## config.mk

```make
export PLATFORM = sky130hd
export DESIGN_NAME = coax_rx_controller
export DESIGN_NICKNAME = d
export VERILOG_FILES = /design/src/rtl/coax_rx_controller.sv
export SDC_FILE = /design/constraint.sdc
export NUM_CORES = 1
export LEC_CHECK = 0
export BUFFER_PORTS_ARGS = -buffer_cell sky130_fd_sc_hd__buf_4
export CELL_PAD_IN_SITES_DETAIL_PLACEMENT = 1
export CELL_PAD_IN_SITES_GLOBAL_PLACEMENT = 1
export CORE_AREA = 2 2 126 178
export CTS_CLUSTER_DIAMETER = 50
export DETAILED_ROUTE_END_ITERATION = 8
export DIE_AREA = 0 0 128 180
export HOLD_SLACK_MARGIN = 0.05
export PLACE_DENSITY_LB_ADDON = 0.1
export SETUP_SLACK_MARGIN = 0.15
export SYNTH_ARGS = -nofsm -noshare
export SYNTH_HDL_FRONTEND = slang
export SYNTH_SLANG_ARGS = --single-unit
```

## constraint.sdc

```tcl
create_clock -name clk -period 3.64 [get_ports clk]
set_input_delay 0.546 -clock clk [delete_from_list [all_inputs] [get_ports clk]]
set_output_delay 0.546 -clock clk [all_outputs]
set_load 0.1 [all_outputs]
```

## src/rtl/coax_rx_controller.sv

```systemverilog
// coax_rx_controller: Type A coax receive sequencer, staging and message FIFO; define PARITY_CHECK_EN for parity checking
module coax_rx_controller #(
    parameter int FIFO_AW     = 4,
    parameter int HOLDOFF_CYC = 16,
    parameter int CNT_W       = 8
) (
    input  logic             clk,
    input  logic             reset,
    input  logic             rx_active,
    input  logic [11:0]      rx_word,
    input  logic             rx_word_valid,
    output logic             rx_enable,
    input  logic             tx_busy,
    output logic [13:0]      out_data,
    output logic             out_valid,
    input  logic             out_ready,
    input  logic             clear_status,
    output logic             overflow,
    output logic             perr_seen,
    output logic [CNT_W-1:0] frame_count
);
    localparam int CW = $clog2(HOLDOFF_CYC + 2);
    localparam int PW = FIFO_AW + 1;
    typedef enum logic [1:0] {IDLE, RECV, TX, HOLDOFF} state_t;
    state_t state, state_n;
    logic [CW-1:0] cnt;
    logic stg_full, stg_full_n, push, last, perr, pop, full, wr;
    logic [11:0] stg_word, stg_word_n;
    logic [PW-1:0] wp, rp;
    logic [13:0] mem [2**FIFO_AW];

    always_comb begin
        state_n = state;
        stg_full_n = stg_full;
        stg_word_n = stg_word;
        push = 1'b0;
        last = 1'b0;
        case (state)
            IDLE: state_n = rx_active ? RECV : tx_busy ? TX : IDLE;
            RECV: begin
                if (rx_word_valid) begin
                    push = stg_full;
                    stg_full_n = 1'b1;
                    stg_word_n = rx_word;
                end else if (!rx_active || tx_busy) begin
                    push = stg_full;
                    last = 1'b1;
                    stg_full_n = 1'b0;
                    state_n = tx_busy ? TX : IDLE;
                end
            end
            TX: state_n = tx_busy ? TX : HOLDOFF;
            default: state_n = tx_busy ? TX : (cnt <= CW'(1)) ? IDLE : HOLDOFF;
        endcase
    end

    always_ff @(posedge clk) begin
        if (reset) begin
            state <= HOLDOFF;
            cnt <= CW'(HOLDOFF_CYC);
            stg_full <= 1'b0;
            stg_word <= '0;
            rx_enable <= 1'b0;
        end else begin
            state <= state_n;
            cnt <= (state == HOLDOFF) ? cnt - CW'(1) : CW'(HOLDOFF_CYC);
            stg_full <= stg_full_n;
            stg_word <= stg_word_n;
            rx_enable <= (state == IDLE) || (state == RECV);
        end
    end

`ifdef PARITY_CHECK_EN
    assign perr = ^stg_word;
    always_ff @(posedge clk) begin
        if (reset)
            perr_seen <= 1'b0;
        else if (wr && perr)
            perr_seen <= 1'b1;
        else if (clear_status)
            perr_seen <= 1'b0;
    end
`else
    assign perr = 1'b0;
    assign perr_seen = 1'b0;
`endif

    assign out_valid = wp != rp;
    assign pop = out_valid && out_ready;
    assign full = (wp[FIFO_AW] != rp[FIFO_AW]) && (wp[FIFO_AW-1:0] == rp[FIFO_AW-1:0]);
    assign wr = push && (!full || pop);
    assign out_data = mem[rp[FIFO_AW-1:0]];

    always_ff @(posedge clk) begin
        if (wr)
            mem[wp[FIFO_AW-1:0]] <= {last, perr, stg_word};
    end

    always_ff @(posedge clk) begin
        if (reset) begin
            wp <= '0;
            rp <= '0;
            overflow <= 1'b0;
            frame_count <= '0;
        end else begin
            wp <= wp + PW'(wr);
            rp <= rp + PW'(pop);
            overflow <= (push && !wr) ? 1'b1 : clear_status ? 1'b0 : overflow;
            frame_count <= frame_count + CNT_W'(push && last);
        end
    end
endmodule
```

# == Word level (Yosys, flattened, before mapping) ==
# Memory sizes are Yosys's and may differ from the RTL's. A register that Yosys moved wholly into a read port is not among the register bits.
# Index checks and enable logic that the tools add are counted.
# word_totals
reg_bits,40
ramBits,208
in_bits,19
elab_cells,63
mem_count,1
# memory_table
memory,words,width,rd,rd_clocked_by_memory_dff,write_ports,line_no,rtl
mem,16,13,1,1,1,30,logic [13:0] mem [2**FIFO_AW];
# classes
add_sub_neg,4
magnitude_cmp,1
eq_ne,8
mux,21
n_bitwise,1
n_reduce_logical,18
# ops
op,n
1-bit 2-to-1 mux,13
2-bit 2-to-1 mux,6
5-bit by 1-bit adder with 5-bit output,2
8-bit by 1-bit adder with 8-bit output,1
2-bit case mux with 3 select lines,1
2-bit AND reduction,3
"5-bit by 1-bit less-or-equal comparator with 1-bit output, second input constant",1
1-bit logical AND,5
5-bit inequality test,1
"5-bit by 1-bit subtractor with 5-bit output, second input constant",1
"2-bit equality test, second input constant",2
4-bit equality test,1
4-bit 2-to-1 mux,1
"2-bit inequality test, second input constant",2
2-bit nonzero test,2
1-bit zero test,3
1-bit logical OR,3
"2-bit by 1-bit equality test with 1-bit output, second input constant",1
2-bit zero test,1
2-bit OR reduction,1
1-bit inequality test,1
1-bit inverter,1

# == Logic depth before layout (Yosys ltp) ==
# Gate-level depths: netlist (run 1).
# logic_depth
word_depth,9
mapped_depth,10

# == Worst setup path before layout (run 1) ==
# Ideal clock, no wire load.
# synth_timing
path_type,input to register
from,input port rx_active
to,"memory mem[11][0] (netlist bit), enable pin"
setup_time_ps,456
t_arrival_ps,3140
required_time_ps,3184
setup_slack_ps,44
stages,4
path_buffers,1
cell_sequence,or3b_2 -> nand2_1 -> buf_4 -> a2111oi_0
# synth_between
elab_chain_len,8
# synth_lines
item,line_no,rtl
start: declaration,9,"input logic rx_active,"
1-bit zero test,45,end else if (!rx_active || tx_busy) begin
1-bit logical OR,45,
1-bit 2-to-1 mux,45,
1-bit 2-to-1 mux,41,if (rx_word_valid) begin
1-bit 2-to-1 mux,38,case (state)
1-bit logical AND,91,assign wr = push && (!full || pop);
1-bit 2-to-1 mux,95,if (wr)
1-bit 2-to-1 mux (not written as such),96,"mem[wp[FIFO_AW-1:0]] <= {last, perr, stg_word};"
end: declaration,30,
# Every way passes these cells.

==> results.py, run 1 <==
metrics = {
    "grt": {
        "grt_usage": 0.201,
        "residual_overflow_from_global_routing": 0,
        "grt_pass1_wl_um": 34600,
        "initial_antenna_violation_count": 0,
        "vias_in_the_first_global_route": 5855,
        "grt_max_degree": 35,
    },
    "power_and_ir_drop": {
        "power.leakage_nw": 3.49,
        "power.combinational.fraction": 0.018,
        "power.clock.fraction": 0.434,
        "seqPwrFrac": 0.547,
        "switchingPower_mw": 1.11,
        "cell_internal_power_mw": 4.53,
        "totalPowerFinal_mw": 5.64,
        "power.ir.vdd_worst_mv": 0.283,
        "p_per_area_mw_per_mm2": 493,
        "power.switching_fraction": 0.197,
    },
    "sta": {
        "worst_slew_pin_slew_ns": 0.815,
        "finalSetupViolations": 0,
        "timing_hold_violations_final": 0,
        "rsz0062_at_grt": "no",
        "setup_tns_ns": 0,
        "max_freq_mhz": 320,
        "period_needed_ns": 3.13,
        "max_slew_margin": 0.456,
        "fin_crit_sh": 0.859,
        "maxSlewViolCount": 0,
        "clock_skew_ns": 0.00967,
    },
    "critical_path": {
        "timing.setup.critical_path_class": "reg -> out",
        "critical_path.endpoint_type": "output port",
        "reg2reg_to": "mem[13][11]",
        "ff2ff_setup_slack_ns": 0.99,
        "ff_to_ff_path_depth": 6,
        "worst_path_max_delay_cell": "dfxtp_4",
        "crit_path_max_fanout": 31,
        "critPathRequiredTime_ns": 3.09,
        "critical_path.reg2reg.startpoint": "rp[2]",
        "max_stage_delay_ns": 0.64,
        "crit_chain": "buf_12, mux4_2, nor2_1, o22ai_1, buf_4",
        "critPathArrivalTime_ns": 2.58,
        "cp-start-kind": "flip-flop",
    },
    "worst_hold_path": {
        "worst_hold_startpoint": "rx_word[4]",
        "hold_path_class": "in -> reg",
        "hold_path_end": "stg_word[4]",
        "timing.hold.worst_path_depth": 3,
    },
    "synth": {
        "synthesis.area_per_instance_um2": 16.7,
        "post_synth_instance_area_mm2": 0.00993,
        "synth-edff-count": 208,
        "synth_cell_types": 50,
        "number_of_standard_cells_after_synthesis": 595,
        "async_reset_ff_frac": 0,
        "synth-seq-cells": 248,
        "yosysWarnings": 0,
        "ys_seq_area_frac": 0.709,
        "synth_flop_cell": "edfxtp_1",
    },
    "layout": {
        "layout_common_cells": "edfxtp_1 (208), buf_4 (67), nor2_1 (42)",
        "layout-drive-gt1-share": 0.272,
        "flow.area_growth_from_synthesis_pct": 15.2,
        "final_net_count": 679,
        "final_common_cell": "edfxtp_1",
        "insertedDiodeCount": 0,
        "fillerInstances": 2024,
    },
    "route": {
        "totalWireLength_um": 22600,
        "route.vias.total": 5407,
        "vias_per_cell": 5.79,
        "wire_per_inst_um": 24.2,
        "first_iter_violations": 389,
        "firstDrtPassIters": 4,
        "drc": 0,
        "antenna_nets_post_route": 0,
    },
    "run": {
        "cap_viol_max_count": 0,
    },
    "floorplanning": {
        "die_height_um": 180,
        "floorplan.die.width_um": 128,
        "rows": 64,
        "ioPinCount": 45,
        "coreArea_mm2": 0.0215,
        "initial_core_util": 0.463,
        "design.die.area_mm2": 0.0230,
    },
    "placed_design": {
        "place_hpwl_um": 15500,
        "portBuffers": 42,
        "gp_congestion": 0.808,
    },
    "clock_tree": {
        "ctsLongestPathBuffers": 3,
        "cts-buffers-inserted": 24,
        "cts_max_level": 1,
        "clock_transition_at_the_registers_of_the_reported_paths_ns": 0.06,
        "postCtsHoldBufs": 0,
        "clockRootBuffer": "clkbuf_16",
        "clock_latency_ns": 0.51,
        "post_cts_buffers": 0,
        "post_cts.resized_instances": 0,
        "clock_sinks": 248,
        "tritoncts_clock_tree": "done",
    },
    "status": {
        "run_status": "complete, no violations",
    },
}
==> power groups by stage <==
stage	registers (mW)	clock network [mW]	logic, mW
after floorplan	3.14	0	0.0772
after global placement	3.15	0	0.101
after detailed placement	3.15	0	0.105
after CTS	3.09	2.49	0.106
after global routing	3.09	2.60	0.115
final	3.09	2.45	0.104
==> metrics by stage <==
step	cell area, um^2	setup WS (ns)	utilization	cells	hold WS (ns)
finish	11400	0.512	0.533	934	0.279
global route	11400	0.371	0.533	934	0.272
CTS	11400	0.450	0.533	934	0.267
detailed placement	10700	0.941	0.497	890	0.475
global placement	10700	0.982	0.497	890	0.462
floorplan	9940	0.0438	-	596	0.442
==> area by class of cell <==
| cell class | count | area [um^2] | share of cell area |
|---|---|---|---|
| Clock buffer | 31 | 658 | 0.0575 |
| Inverter | 3 | 11.3 | 0.000984 |
| Clock inverter | 13 | 124 | 0.0108 |
| Tap cell | 264 | 330 | 0.0289 |
| Timing Repair Buffer | 69 | 543 | 0.0475 |
| Sequential cell | 248 | 7050 | 0.616 |
| Multi-Input combinational cell | 306 | 2730 | 0.238 |
==> flip-flops by register name (all words and copies together), names as in the netlist <==
name / count
mem: 208
stg_word: 12
frame_count: 8
cnt: 5
rp: 5
wp: 5
state: 2
overflow: 1
rx_enable: 1
stg_full: 1
==> worst max-delay path, delay by kind of cell (launching register included) <==
family / cells / cell delay, ns
flops: 1 / 0.64
simple gates: 1 / 0.16
buf+inv: 2 / 0.55
mux: 1 / 0.57
compound gates: 1 / 0.12
==> synthesized netlist by cell type (all sizes together) (14+ instances only) <==
master | number | area, um^2
a2111oi | 16 | 154
a21oi | 16 | 80.1
a221o | 14 | 140
buf | 26 | 219
dfxtp | 40 | 801
edfxtp | 208 | 6250
mux2 | 26 | 293
mux2i | 26 | 260
mux4 | 26 | 586
nand2 | 32 | 120
nor2 | 43 | 164
o221ai | 14 | 123
==> metal layers <==
layer | track usage | share of wire
met2 | 0.366 | 0.55
met1 | 0.242 | 0.39
met4 | 0.0686 | 0.030
met3 | 0.0274 | 0.030
met5 | 0 | 0
==> cell families after synthesis <==
logic type               after synthesis  synth area share
AO/OA/AOI/OAI                         83            0.0649
XOR/XNOR                              17            0.0157
adder cells (fa/ha/maj)                8            0.0101
buffers and inverters                 42            0.0282
flip-flops                           248             0.709
multiplexers                          78             0.115
other                                  1          0.000377
AND/OR/NAND/NOR                      118            0.0568
==> worst max-delay path by stage <==
stage	slack, ns	from	cells past startpoint	to
after floorplan	0.04	rx_active	4	mem[11][0]
after global placement	0.98	rp[0]	5	out_data[6]
after detailed placement	0.94	rp[2]	6	mem[13][10]
after CTS	0.45	rp[0]	5	out_data[11]
after global routing	0.37	rp[2]	5	out_data[3]
final	0.51	rp[0]	5	out_data[2]
(Power assumes the default switching activity.)
==> inputs of run 2 (changes only) <==
BUFFER_PORTS_ARGS = not set   (was -buffer_cell sky130_fd_sc_hd__buf_4)
CORE_AREA = 2 2 124 174   (was 2 2 126 178)
DIE_AREA = 0 0 126 176   (was 0 0 128 180)
DONT_BUFFER_PORTS = 1   (was not set)
==> run 2 against run 1 <==
Count of clock-buffer cells in the layout rose by 5. Design area fell by 0.30%. Routed wire length rose by 10%. Clock skew rose by 0.0068 ns. Die area fell by 3.8%. Clock power rose by 7%. Register-to-register slack got worse by 0.17 ns. Hold slack got worse by 0.19 ns. Power rose by 2.7%. Sequential share of layout area rose by 0.19 points. Core utilization rose by 2.4 points. Critical endpoint is now out_data[13]. Largest power group unchanged.
==> results.py, run 2 (same netlist as run 1, synthesis figures left out) <==
metrics = {
    "sta": {
        "maxSlewViolCount": 0,
        "finalSetupViolations": 0,
        "clock_skew_ns": 0.0165,
        "worst_slew_pin_slew_ns": 1.19,
        "max_freq_mhz": 305,
        "rsz0062_at_grt": "no",
        "fin_worst_hold_slack_ns": 0.0890,
        "period_needed_ns": 3.28,
        "timing_hold_violations_final": 0,
        "setup_tns_ns": 0,
        "max_slew_margin": 0.204,
        "fin_crit_sh": 0.901,
        "post-route-worst-setup-slack_ns": 0.362,
    },
    "layout": {
        "insertedDiodeCount": 0,
        "layout-drive-gt1-share": 0.270,
        "final_util": 0.557,
        "layout_common_cells": "edfxtp_1 (208), buf_4 (45), nor2_1 (42)",
        "final_net_count": 656,
        "seqCellArea_mm2": 0.00705,
        "multi_input_gate_area_mm2": 0.00282,
        "flow.area_growth_from_synthesis_pct": 14.8,
        "final_common_cell": "edfxtp_1",
        "fin_area_mm2": 0.0114,
        "largest_register_ffs": 208,
        "finalNonFillerCells": 903,
        "fillerInstances": 1891,
    },
    "grt": {
        "grt_pass1_wl_um": 37800,
        "grt_max_degree": 39,
        "grt_usage": 0.229,
        "vias_in_the_first_global_route": 5957,
        "initial_antenna_violation_count": 0,
        "residual_overflow_from_global_routing": 0,
    },
    "placed_design": {
        "gp_congestion": 0.809,
        "placement.setup.worst_slack_ns": 0.722,
        "post_detailed_placement_cell_area_mm2": 0.0106,
        "dpl.cell_count": 859,
        "portBuffers": 0,
        "place_hpwl_um": 16200,
    },
    "route": {
        "totalWireLength_um": 24900,
        "firstDrtPassIters": 4,
        "drc": 0,
        "vias_per_cell": 6.05,
        "wire_per_inst_um": 27.6,
        "antenna_nets_post_route": 0,
        "first_iter_violations": 479,
        "route.vias.total": 5466,
    },
    "run": {
        "cap_viol_max_count": 0,
    },
    "clock_tree": {
        "ctsLongestPathBuffers": 3,
        "cts-buffers-inserted": 24,
        "clock_transition_at_the_registers_of_the_reported_paths_ns": 0.06,
        "clock_latency_ns": 0.52,
        "post_cts_buffers": 0,
        "tritoncts_clock_tree": "done",
        "clockRootBuffer": "clkbuf_16",
        "postCtsHoldBufs": 0,
        "cts_max_level": 1,
        "clock_sinks": 248,
    },
    "status": {
        "run_status": "complete, no violations",
    },
    "critical_path": {
        "critical_path.endpoint_type": "output port",
        "cp-start-kind": "flip-flop",
        "crit_path_max_fanout": 17,
        "critPathRequiredTime_ns": 3.09,
        "critPathArrivalTime_ns": 2.73,
        "timing.setup.critical_path_class": "reg -> out",
    },
    "worst_hold_path": {
        "hold_path_class": "in -> reg",
    },
    "power_and_ir_drop": {
        "power.ir.vdd_worst_mv": 0.340,
        "p_per_area_mw_per_mm2": 508,
        "totalPowerFinal_mw": 5.80,
        "power.leakage_nw": 3.42,
    },
    "floorplanning": {
        "ioPinCount": 45,
        "design.die.area_mm2": 0.0222,
        "coreArea_mm2": 0.0205,
        "rows": 62,
        "floorplan.die.width_um": 126,
        "die_height_um": 176,
        "initial_core_util": 0.485,
    },
}
run 2: critical path, cell delays in order (launching register included):
cell and delay [ns]:
dfxtp_1 0.77, nand2b_1 0.63, o221ai_1 0.23, o22ai_2 0.23, buf_4 0.34
run 2: what timing repair did:
action                                  in CTS  in global routing
hold endpoints to repair                     0                  0
resized for setup                            0                  1
endpoints found under the setup margin       0                  1
run 2: final cells by class:
type                            instances  area share
Sequential cell                       248       0.618
Clock buffer                           36      0.0665
Timing Repair Buffer                   46      0.0314
Tap cell                              256      0.0281
Inverter                                3    0.000987
Clock inverter                          8     0.00790
Multi-Input combinational cell        306       0.247
run 2: power breakdown:
| group | switching, mW | leakage [nW] | internal (mW) | total (mW) |
|---|---|---|---|---|
| logic | 0.0424 | 0.976 | 0.0341 | 0.0766 |
| clock network | 1.05 | 0.418 | 1.58 | 2.62 |
| registers | 0.0351 | 2.03 | 3.06 | 3.10 |
| total | 1.12 | 3.42 | 4.67 | 5.80 |
run 2: final timing paths:
check / from / endpoint / slack [ns] / depth (start not counted)
setup / recovery: rp[2] / out_data[13] / 0.36 / 4
hold / removal: reset / stg_word[0] / 0.09 / 1
setup reg to reg: rp[2] / mem[0][2] / 0.82 / 4
hold reg to reg: cnt[0] / cnt[0] / 0.48 / 1
run 2: layer usage:
metal  global-route usage  up-vias  part of all wire  routed length (um)
met5                    0        -                 0                   0
met4               0.0865        0             0.041                1030
met3               0.0297       55             0.042                1050
met2                0.403      154              0.52               12900
met1                0.290     2859              0.40                9890
li1                     -     2398                 -                   -
